**src/rtl/mult_issue_ctrl.sv**
```systemverilog
// Issue front-end for the shift-add multiplier: operand FIFO, issue FSM, result hold.
// Optional ZERO_BYPASS_EN: pairs with a zero operand skip the multiplier.
module mult_issue_ctrl #(
  parameter int W     = 8,
  parameter int DEPTH = 4
) (
  input  logic           clk,
  input  logic           rst_n,
  input  logic           in_valid,
  output logic           in_ready,
  input  logic [W-1:0]   in_a,
  input  logic [W-1:0]   in_b,
  output logic           mul_init,
  output logic [W-1:0]   mul_a,
  output logic [W-1:0]   mul_b,
  output logic [W-1:0]   mul_n,
  input  logic           mul_finish,
  input  logic [2*W-1:0] mul_p,
  output logic           out_valid,
  input  logic           out_ready,
  output logic [2*W-1:0] out_p,
  output logic           busy
);

  localparam int AW = (DEPTH > 1) ? $clog2(DEPTH) : 1;

  typedef enum logic [1:0] {
    IDLE, ISSUE, WAIT, HOLD
  } state_e;

  state_e state_q, state_d;

  logic [W-1:0]   mem_a_q [DEPTH];
  logic [W-1:0]   mem_b_q [DEPTH];
  logic [AW-1:0]  wptr_q, rptr_q;
  logic [AW:0]    cnt_q;
  logic           push, pop, empty;
  logic [W-1:0]   head_a, head_b;

  logic [W-1:0]   mul_a_q, mul_a_d;
  logic [W-1:0]   mul_b_q, mul_b_d;
  logic [2*W-1:0] out_p_q, out_p_d;
  logic           out_valid_q, out_valid_d;
  logic           init;

  // in_ready depends only on the count register
  assign in_ready = (cnt_q != (AW+1)'(DEPTH));
  assign empty    = (cnt_q == '0);
  assign push     = in_valid & in_ready;
  assign head_a   = mem_a_q[rptr_q];
  assign head_b   = mem_b_q[rptr_q];

  always_ff @(posedge clk) begin
    if (push) begin
      mem_a_q[wptr_q] <= in_a;
      mem_b_q[wptr_q] <= in_b;
    end
  end

  always_ff @(posedge clk or negedge rst_n) begin
    if (!rst_n) begin
      wptr_q <= '0;
      rptr_q <= '0;
      cnt_q  <= '0;
    end else begin
      if (push) wptr_q <= wptr_q + 1'b1;
      if (pop)  rptr_q <= rptr_q + 1'b1;
      if (push && !pop)
        cnt_q <= cnt_q + 1'b1;
      else if (pop && !push)
        cnt_q <= cnt_q - 1'b1;
    end
  end

  always_comb begin
    state_d     = state_q;
    pop         = 1'b0;
    init        = 1'b0;
    mul_a_d     = mul_a_q;
    mul_b_d     = mul_b_q;
    out_p_d     = out_p_q;
    out_valid_d = out_valid_q;
    unique case (state_q)
      IDLE: begin
        if (!empty) begin
          pop     = 1'b1;
          mul_a_d = head_a;
          mul_b_d = head_b;
`ifdef ZERO_BYPASS_EN
          if (head_a == '0 || head_b == '0) begin
            state_d     = HOLD;
            out_p_d     = '0;
            out_valid_d = 1'b1;
          end else begin
            state_d = ISSUE;
          end
`else
          state_d = ISSUE;
`endif
        end
      end
      ISSUE: begin
        init    = 1'b1;
        state_d = WAIT;
      end
      WAIT: begin
        if (mul_finish) begin
          out_p_d     = mul_p;
          out_valid_d = 1'b1;
          state_d     = HOLD;
        end
      end
      HOLD: begin
        if (out_ready) begin
          out_valid_d = 1'b0;
          state_d     = IDLE;
        end
      end
      default: state_d = IDLE;
    endcase
  end

  always_ff @(posedge clk or negedge rst_n) begin
    if (!rst_n) begin
      state_q     <= IDLE;
      mul_a_q     <= '0;
      mul_b_q     <= '0;
      out_p_q     <= '0;
      out_valid_q <= 1'b0;
    end else begin
      state_q     <= state_d;
      mul_a_q     <= mul_a_d;
      mul_b_q     <= mul_b_d;
      out_p_q     <= out_p_d;
      out_valid_q <= out_valid_d;
    end
  end

  assign mul_init  = init;
  assign mul_a     = mul_a_q;
  assign mul_b     = mul_b_q;
  assign mul_n     = W'(W);
  assign out_p     = out_p_q;
  assign out_valid = out_valid_q;
  assign busy      = (state_q != IDLE) || !empty;

endmodule

```
**config.mk**
```make
export PLATFORM = sky130hd
export DESIGN_NAME = mult_issue_ctrl
export DESIGN_NICKNAME = d
export VERILOG_FILES = /design/src/rtl/mult_issue_ctrl.sv
export SDC_FILE = /design/constraint.sdc
export NUM_CORES = 1
export LEC_CHECK = 0
export CORE_ASPECT_RATIO = 1.4
export CORE_MARGIN = 4
export CORE_UTILIZATION = 45
export DETAILED_ROUTE_END_ITERATION = 6
export GPL_TIMING_DRIVEN = 0
export PLACE_DENSITY = 0.71
export SKIP_CTS_REPAIR_TIMING = 1
export SLEW_MARGIN = 10
export SYNTH_ARGS = -nofsm -noshare
export SYNTH_HDL_FRONTEND = slang
export SYNTH_SLANG_ARGS = --single-unit
```
**constraint.sdc**
```tcl
create_clock -name clk -period 4.5 [get_ports clk]
set_input_delay 0.675 -clock clk [delete_from_list [all_inputs] [get_ports clk]]
set_output_delay 0.675 -clock clk [all_outputs]
set_load 0.005 [all_outputs]
```
# --- After elaboration in Yosys (flattened, before gate mapping) ---
# Memories as Yosys holds them, arrays and structs flattened. A register that Yosys moved wholly into a read port is not among the register bits.
# Cells that the tools add are included.
word_totals:
  elab_cells: 52
  output_inout_bits: 44
  inputBits: 37
  n_memories: 2
  ram_bits: 64
  reg_bits: 26
classes:
  n_mux: 14
  add_sub_neg: 4
  eq_ne: 7
  reduce_logical: 17
  bitwise: 2
memory_table:
  columns: ["memory", "depth", "word_bits", "read_ports", "rd_ports_with_merged_regs", "write_ports", "line_no", "text"]
  rows:
  - ["mem_a_q", 4, 8, 1, 1, 1, "33", "logic [W-1:0] mem_a_q [DEPTH];"]
  - ["mem_b_q", 4, 8, 1, 1, 1, "34", "logic [W-1:0] mem_b_q [DEPTH];"]
op_table:
  columns: ["operator", "n"]
  rows:
  - ["$pmux W2 S4", 1]
  - ["$mux W1", 7]
  - ["$mux W2", 3]
  - ["$mux W3", 2]
  - ["$ne A2 B2 Y1 const B", 3]
  - ["$reduce_and A3 Y1", 2]
  - ["$reduce_bool A2 Y1", 3]
  - ["$logic_not A1 Y1", 5]
  - ["$add A2 B1 Y2 const B", 2]
  - ["$eq A2 B2 Y1 const B", 2]
  - ["$reduce_and A2 Y1", 2]
  - ["$add A3 B1 Y3 const B", 1]
  - ["$logic_not A3 Y1", 1]
  - ["$ne A3 B3 Y1 const B", 1]
  - ["$sub A3 B1 Y3 const B", 1]
  - ["$eq A2 B1 Y1 const B", 1]
  - ["$logic_and A1 B1 Y1", 2]
  - ["$logic_not A2 Y1", 1]
  - ["$pmux W1 S2", 1]
  - ["$and A1 B1 Y1", 1]
  - ["$logic_or A1 B1 Y1", 1]
  - ["$not A1 Y1", 1]

# --- Depth between registers and ports, before layout ---
logic_depth:
  word_depth: 6
  ltp_mapped: 10
  depth_no_buf: 9

# --- Worst setup path before layout ---
# OpenSTA, ideal clock, no wires.
synth_timing:
  path_kind: "register to register"
  from: "register cnt_q[0]"
  to: "register cnt_q[2]"
  path_buffers: 1
  path_stages_with_launch: 9
  t_arrival_ps: 2134
  setup_time_ps: 79
  slack_ps: 2287
  period_less_slack_ps: 2213
  path_cell_list: "dfrtp_1 -> o31ai_4 -> buf_6 -> ha_1 -> inv_1 -> fa_1 -> xor2_1 -> nor2_1 -> xor2_1"
synth_via:
  elab_chain_cells: 6
synth_lines:
  columns: ["element", "line_no", "text"]
  rows:
  - ["start: declaration", "36", "logic [AW:0] cnt_q;"]
  - ["start signal: assignment", "69", "cnt_q <= cnt_q + 1'b1;"]
  - ["start signal: assignment", "71", "cnt_q <= cnt_q - 1'b1;"]
  - ["parallel branches: the longest is 6 deep, another holds $sub A3 B1 Y3", null, null]
# Several ways; the timed one is not identified. The select of a mux whose other input is x is not followed.
# A chain may end at the register's enable or synchronous reset.

# --- Worst setup path in the final report ---
# Ends and elaborated chain as after synthesis.

==> key figures <==
Run status
  • Status: complete, no violations

GRT
  • Overflow left after global routing: 0
  • Vias in the first global route: 2,271
  • First-pass GRT wire length: 11,500 um
  • All-Layer GR Usage: 13.7%
  • Most used routing layer: met2
  • GRT met1 Usage: 14.7%
  • Initial antenna violation count: 0
  • Routing usage on met3: 4.56%
  • Met2 usage: 25.0%
  • Largest net degree at the start of global routing: 31

Die
  • Cell Rows: 41
  • Core Area: 9130 um2
  • Die height: 123 um
  • Initial Utilization: 46.8%
  • Floorplan die width: 90.3 um
  • Die area: 11,100 um2
  • Boundary pin count: 81

Placed design
  • DP Worst Slack: 1.83 ns
  • Post-detail-place hpwl: 4800 um
  • Final Wtd Congestion: 0.661
  • Post-Place Cell Area: 5160 um2
  • # port buffers: 72

Routing
  • Drt wl/cell: 16.9 um
  • DR DRC count: 0
  • Number of vias per cell: 5.10
  • Vias: 2,143
  • Initial drt markers: 92
  • Drt pass-1 iters: 4
  • Final WL: 7100 um
  • Final ANT Viol Nets: 0

Timing
  • Rel. slew slack: 40.0%
  • Slew Viols, Final: 0
  • Minimum clock period: 2.55 ns
  • Measured slew at the worst slew-check pin: 0.900 ns
  • Final period util: 56.6%
  • RSZ-0062 raised after global routing: no
  • # setup viols final: 0
  • Post-Route Skew: 0.00665 ns
  • Max Fclk: 392 MHz
  • Fin Setup TNS: 0 ns
  • Final Hold Vio Count: 0
  • Post-route setup slack: 1.95 ns

Logic synthesis
  • Number of distinct library cells after synthesis: 28
  • Yosys warnings: 0
  • Synthesized area: 4270 um2
  • Syn Inst Count: 218
  • Seq cells post-synth: 106
  • Top post-synthesis cells by area: edfxtp_1 45%, dfrtp_1 25%, mux2_2 7.4%
  • Sequential area share after synthesis: 69.6%
  • Largest area contributor in the netlist: edfxtp_1
  • Synth Area per Inst: 19.6 um2
  • Post-synth top area share: 45.0%

CTS
  • CTS Sinks: 106
  • H-tree levels: 3
  • Worst-path clk slew: 0.07 ns
  • CTS Buffer Depth: 2
  • Worst-Skew Late Latency: 0.34 ns
  • CTS buffer count: 9
  • CTS tree: done
  • Root Buffer: clkbuf_16

Final layout
  • Area Overhead vs Synth: 28.1%
  • Layout cell share with drive strength beyond 1: 24.6%
  • Fin util: 59.9%
  • # diodes: 0
  • Design area: 5470 um2
  • Final nets: 356
  • Most frequent cells in the layout: 71 x clkdlybuf4s50_1, 64 x edfxtp_1, 42 x dfrtp_1
  • Commonest non-fill, non-tap cell in the layout: clkdlybuf4s50_1

Run
  • Max Cap Viol: 0

Critical path
  • Req. time, crit path: 4.76 ns
  • Crit start category: flip-flop
  • Worst Path Arrival: 2.81 ns
  • CP Capture Type: flip-flop
  • CP max FO: 10
  • Crit Path Class: flip-flop to flip-flop

Power
  • Power Density: 662 nW/um2
  • Leak Pwr: 2.13 nW
  • Pwr Total: 3.62 mW
  • Worst vdd ir: 0.391 mV

Hold path
  • Worst Hold Class: primary input to asynchronous set/reset pin
[path summary, 6_finish.rpt]
kind,end,startpoint,slack [ns],cells past startpoint
worst max-delay path,cnt_q[2],cnt_q[0],1.95,8
worst min-delay path,mul_b[6],rst_n,0.24,1
worst max register to register,cnt_q[2],cnt_q[0],1.95,8
worst min register to register,out_p[10],out_p[10],0.50,1
max in group asynchronous,out_p[14],rst_n,3.78,2
min in group clk,out_p[10],out_p[10],0.50,1
[through the flow]
stage / hold WS (ns) / cells
2_1_floorplan: 0.379 / 224
3_3_place_gp: 0.485 / 403
3_5_place_dp: 0.491 / 404
4_1_cts: 0.247 / 420
5_1_grt: 0.252 / 420
6_report: 0.240 / 420
[logic make-up (layout without fill, tap and decap cells)]
kind of cell    count (synthesis)  after routing  share of synthesized area, %
xor+xnor                        6              6                          1.23
other cells                     2              8                         0.176
buf+inv                        22            111                          3.60
mux                            52             52                          19.2
compound gates                  6              6                          1.32
fa+ha+maj                      11             11                          3.40
simple gates                   13             13                          1.46
flops                         106            106                          69.6
[layer usage]
layer	vias to the layer above	wire, um
met5	-	0
met4	0	92
met3	7	384
met2	60	3880
met1	1082	2740
li1	994	-
[state kept, by name, indices dropped and copies added, names as in the netlist, 3 cells and up]
signal and count:
mul_b 8, mem_a_q 32, mem_b_q 32, cnt_q 3
mul_a 8, out_p 16
[Yosys cell counts]
cell type	count
and2_1	4
mux2_2	28
edfxtp_1	64
buf_2	2
buf_4	8
nor2_1	4
inv_1	7
nand2_1	3
fa_1	1
conb_1	2
dfrtp_1	42
o31ai_4	1
clkbuf_1	1
nor3_1	1
buf_12	1
buf_6	3
o21ai_0	2
nor2b_1	1
a21boi_2	1
a21oi_1	1
ha_1	10
mux4_2	8
xor2_1	3
mux4_1	8
mux2_4	7
mux2i_1	1
xnor2_1	3
a221oi_1	1
[layout make-up]
| type | count | area (um2) |
|---|---|---|
| Buffer | 15 | 128 |
| Clock buffer | 9 | 225 |
| Clock inverter | 7 | 85.1 |
| Fill cell | 720 | 3660 |
| Inverter | 7 | 26.3 |
| Multi-Input combinational cell | 96 | 1170 |
| Sequential cell | 106 | 2970 |
| Tap cell | 107 | 134 |
| Timing Repair Buffer | 73 | 736 |
[critical path: stages (launching register included)]
cell     delay, ns
dfrtp_1       0.47
o31ai_4       0.65
buf_6         0.28
ha_1          0.20
inv_1         0.06
fa_1          0.37
xor2_1        0.17
nor2_1        0.12
xor2_1        0.15
[where the power goes]
| group | switching [mW] | internal, mW | leakage [nW] |
|---|---|---|---|
| combinational | 0.509 | 0.815 | 0.896 |
| sequential | 0.137 | 1.37 | 1.08 |
| clock | 0.355 | 0.443 | 0.153 |
| total | 1.00 | 2.62 | 2.13 |
(Power assumes the default switching activity.)
==> edit 1: new RTL, same flow settings <==
Re-encode `state_e` (4 states) as Gray code, 2 bits wide.
--- a/src/rtl/mult_issue_ctrl.sv
+++ b/src/rtl/mult_issue_ctrl.sv
@@ -27,3 +27,3 @@
   typedef enum logic [1:0] {
-    IDLE, ISSUE, WAIT, HOLD
+    IDLE = 2'b00, ISSUE = 2'b01, WAIT = 2'b11, HOLD = 2'b10
   } state_e;
Check against the original RTL: same outputs for any inputs over 10 cycles, from zero or initial values and one cycle with rst_n low; not proved beyond that.
==> edit 1 against the original RTL <==
Power decreased by 6.7%; clock power decreased by 13%; final cell count decreased by 1.4%; area after synthesis decreased by 3.0%; routed wire length increased by 0.41%; non-clock buffer count unchanged; final area decreased by 3.2%; sequential cell count unchanged; combinational power decreased by 9.8%; count of clock-buffer cells in the layout increased by 1; setup slack improved by 64 ps; via count decreased by 3.4%; die area decreased by 2.8%; clock skew increased by 1.4 ps; highest routed layer unchanged.
==> edit 1: results (changes against the original RTL) <==
- Met3 wire length: 514 um (+34%)
- The wire length of the first global-routing pass came to 10.8 mm (-5.5%).
- Number of design-rule violations left by the first detailed-router iteration: 43 (-53%)
- Static Leak: 2.01 nW (-5.5%)
- The number of nets in the finished design was 345 (-3.1%).
- Vias after detailed routing: 2070 (-3.4%)
- EDFF count, synth: 64 (unchanged)
- Slowest stage cell on the critical path: sky130_fd_sc_hd__clkdlybuf4s50_1
* Synth unique cells: 27 (-3.6%)
* Count of mapped cells out of synthesis: 212 (-2.8%)
- Count of cells along the worst register-to-register path: 9 (+1)
* CTS Buf Count: 9 (unchanged)
* Worst setup timing slack at the placement stage: 1690 ps (-139 ps)
* Largest stage delay, worst path: 460 ps (-190 ps)
* Ranking of synthesized cells by instance count: sky130_fd_sc_hd__edfxtp_1 (64), sky130_fd_sc_hd__dfrtp_1 (42), sky130_fd_sc_hd__mux2_2 (34)
- Met2 routing resource usage after global routing: 0.235 (-0.0149)
- The routed metal-1 wire length came to 2.69 mm (-2.0%).
- The fraction of met1 tracks used by global routing is 0.155 (+0.00840).
- Clock skew: 8.04 ps (+1.39 ps)
- Detail Route met2 WL: 3.79 mm (-2.3%)
- The total detailed-routing wirelength came to 7.13 mm (+0.41%).
- Run status: completed
- The met3 track demand over resource in global routing came to 0.0514 (+0.00577).
- The worst vdd rail ir drop came to 0.392 mV (+0.13%).
- The overall global routing resource usage came to 0.139 (+0.00203).
- Detail Placement HPWL: 4.80 mm (about the same)
- The data arrival time at the worst-slack endpoint was 1810 ps (-1000 ps).
- Routability congestion estimate: 0.701 (+6.0%)
* Number of placed instances with taps included: 398 (-1.5%)
* Placement-stage cell area: 5040 um2 (-2.5%)
- Detailed Routing Iterations Pass 1: 3 (-1)
- By area the synthesized netlist is led by sky130_fd_sc_hd__edfxtp_1 (46%), sky130_fd_sc_hd__dfrtp_1 (25%), sky130_fd_sc_hd__mux2_2 (9.2%), sky130_fd_sc_hd__mux4_1 (5.1%), sky130_fd_sc_hd__mux4_2 (4.3%).
- Share of the yosys chip area belonging to registers: 0.717 (+0.0214)
* Share of final-layout standard cells stronger than drive strength 1: 0.238 (-0.00822)
- CP Max Fanout: 4 (-6)
- The transition time of the tightest slew-check pin came to 891 ps (-9.40 ps).
- The final instance count without filler cells is 414 (-1.4%).
## edit 1: cell types whose count changed after synthesis, moves of 3 or more
cell                     before  now
sky130_fd_sc_hd__mux2_2      28   34
sky130_fd_sc_hd__mux2_4       7    0
sky130_fd_sc_hd__inv_1        7    4
sky130_fd_sc_hd__ha_1        10    5
## edit 1: kinds of logic after synthesis
family                   after synthesis  share of synthesized area
flip-flops                           106                      0.717
multiplexers                          50                      0.187
buffers and inverters                 19                     0.0308
AND/OR/NAND/NOR                       18                     0.0236
adder cells (fa/ha/maj)                6                     0.0199
XOR/XNOR                               6                     0.0127
AO/OA/AOI/OAI                          5                    0.00725
other                                  2                    0.00181
## edit 1: report_power, final
group / internal [W] / switching (W)
Clock: 0.000370 / 0.000327
Sequential: 0.00137 / 0.000133
Combinational: 0.000730 / 0.000458
## edit 1: layout make-up
| cell class | instances | area, um2 |
|---|---|---|
| Tap cell | 107 | 134 |
| Clock buffer | 10 | 229 |
| Inverter | 4 | 15.0 |
| Buffer | 15 | 113 |
| Timing Repair Buffer | 73 | 736 |
| Multi-Input combinational cell | 93 | 1070 |
| Clock inverter | 6 | 33.8 |
| Sequential cell | 106 | 2970 |
| Fill cell | 703 | 3730 |
## edit 1: path summary, 6_finish.rpt
| kind | slack, ps | end | from |
|---|---|---|---|
| max | 2020 | busy | cnt_q[0] |
| max reg2reg | 2060 | cnt_q[2] | cnt_q[0] |
| max in group asynchronous | 3790 | mul_a[6] | rst_n |
| min in group clk | 500 | out_p[14] | out_p[14] |
| min | 230 | mul_a[2] | rst_n |
| min reg2reg | 500 | out_p[14] | out_p[14] |
## edit 1: worst max-delay path: cells and delay by family (launching register included)
kind / cells / cell delay [ps]
AND/OR/NAND/NOR: 2 / 580
buffers and inverters: 1 / 460
flip-flops: 1 / 440
==> edit 2: new RTL, same flow settings <==
Without the edit above. Set the parameter `DEPTH` to 8 (it was 4).
--- a/src/rtl/mult_issue_ctrl.sv
+++ b/src/rtl/mult_issue_ctrl.sv
@@ -4,3 +4,3 @@
   parameter int W     = 8,
-  parameter int DEPTH = 4
+  parameter int DEPTH = 8
 ) (
Formal check against the unedited RTL: not equivalent (Yosys sat finds a counterexample within 10 cycles, from zero or initial values and one cycle with rst_n low).
==> edit 2 against the original RTL <==
Setup slack lost 520 ps; core utilization shrank 2.8 points; sequential cell count grew 67; clock power grew 73%; routed wire length grew 100%; power grew 59%; critical endpoint is now cnt_q[3]; highest routed layer unchanged; clock skew grew 2.0 ps; area after synthesis grew 63%; final area grew 58%.
==> edit 2: results (changes against the original RTL) <==
- Sorting the synthesized cells by area gives the leading types as sky130_fd_sc_hd__edfxtp_1 (55%), sky130_fd_sc_hd__dfrtp_1 (16%), sky130_fd_sc_hd__mux2_2 (5.3%), sky130_fd_sc_hd__mux2i_1 (4.8%), sky130_fd_sc_hd__mux2_1 (2.9%).
* Number of nets at the end of the flow: 575 (+62%)
* Post-route worst setup slack: 1430 ps (-524 ps)
- The weighted congestion at the end of routability-driven global placement is 0.780 (+18%).
- The slowest stage of the critical path is the sky130_fd_sc_hd__nor4_1 cell.
- Vias after detailed routing: 3895 (+82%)
* Maximum number of pins on one net before global-route repair: 36 (+16%)
- The adder and majority cell fraction of the synthesized area was 0.0209 (-0.0131).
* Detailed Routing Iterations Pass 1: 5 (+1)
* Count of cells along the worst register-to-register path: 10 (+2)
- Final cell area excluding filler cells: 8640 um2 (+58%)
- The power in sequential cells was 0.00230 W (+53%).
* Clock skew: 8.70 ps (+2.04 ps)
- Static Leak: 3.21 nW (+51%)
* M1 wire length: 5.49 mm (+100%)
- Insertion delay of the later-clocked pin in the worst-skew pair: 430 ps (+90 ps)
- In this run the critical register-to-register path is launched from cnt_q[2].
- EDFF count, synth: 128 (+100%)
* Share of synthesized flip-flops with an asynchronous set or reset: 0.260 (-0.136)
- Share of final-layout standard cells stronger than drive strength 1: 0.194 (-0.0516)
- The critical path ends at cnt_q[3].
* Synth unique cells: 33 (+18%)
* Xor/xnor share of the synthesized area: 0.00756 (-0.00474)
* Count of mapped cells out of synthesis: 419 (+92%)
* Relative slew margins: 0.402 (+0.00164)
* Number of design-rule violations left by the first detailed-router iteration: 351 (+280%)
- Compound-Gate Fraction of Synth Area: 0.0601 (+0.0469)
- The worst vdd rail ir drop is 0.333 mV (-15%).
- The run finished with clean final reports.
* CTS Buf Count: 17 (+8)
- The total met3 wirelength after detailed routing is 680 um (+77%).
- By count the netlist is led by sky130_fd_sc_hd__edfxtp_1 (128), sky130_fd_sc_hd__dfrtp_1 (45), sky130_fd_sc_hd__mux2_2 (33), sky130_fd_sc_hd__mux2i_1 (33), sky130_fd_sc_hd__nand2_1 (28).
- Share of the yosys chip area belonging to registers: 0.715 (+0.0189)
- Average vias per placed instance: 5.32 (+4.3%)
- The net load switching power is 0.00183 W (+83%).
- The wire length of the first global-routing pass is 23.0 mm (+100%).
* Detail Placement HPWL: 10.1 mm (+110%)
- In this run the critical register-to-register path is captured at cnt_q[3].
* Worst EP arrival: 3360 ps (+550 ps)
* Switching part of the total: 0.317 (+0.0411)
- Via count of the first global-routing pass: 4194 (+85%)
- The overall global routing resource usage is 0.174 (+0.0369).
- Mux share of post-synthesis cell area: 0.130 (-0.0620)
- The number of placed cells counting well taps was 700 (+73%).
- Clock net power: 0.00138 W (+73%)
* Final wirelength: 14.4 mm (+100%)
- Detail Route met2 WL: 7.96 mm (+110%)
* Smallest hold slack: 150 ps (-89.5 ps)
edit 2: changes by cell type after synthesis, sizes merged, moves of 7 or more:
cell    change
o21ai      +21
a221o      +16
mux4       -16
mux2i      +32
edfxtp     +64
buf         +9
nor3        +7
mux2       +16
o22ai      +16
nand2      +25
edit 2: worst max-delay path: cells and delay by family (launching register included):
kind / cells / cell delay, ps
AND/OR/NAND/NOR: 2 / 640
AO/OA/AOI/OAI: 3 / 780
buffers and inverters: 3 / 550
flip-flops: 1 / 420
adder cells (fa/ha/maj): 2 / 550
edit 2: per-layer routing:
metal  track usage  vias up
li1              -     1799
met1         0.198     1956
met2         0.320      121
met3        0.0381       19
met4        0.0584        0
met5             0        -
edit 2: area by class of cell:
type                            instances  area, um2
Tap cell                              192        240
Inverter                                6       22.5
Fill cell                            1194       6470
Buffer                                 27        218
Sequential cell                       173       4970
Clock buffer                           20        447
Clock inverter                         12        111
Multi-Input combinational cell        219       1800
Timing Repair Buffer                   83        838
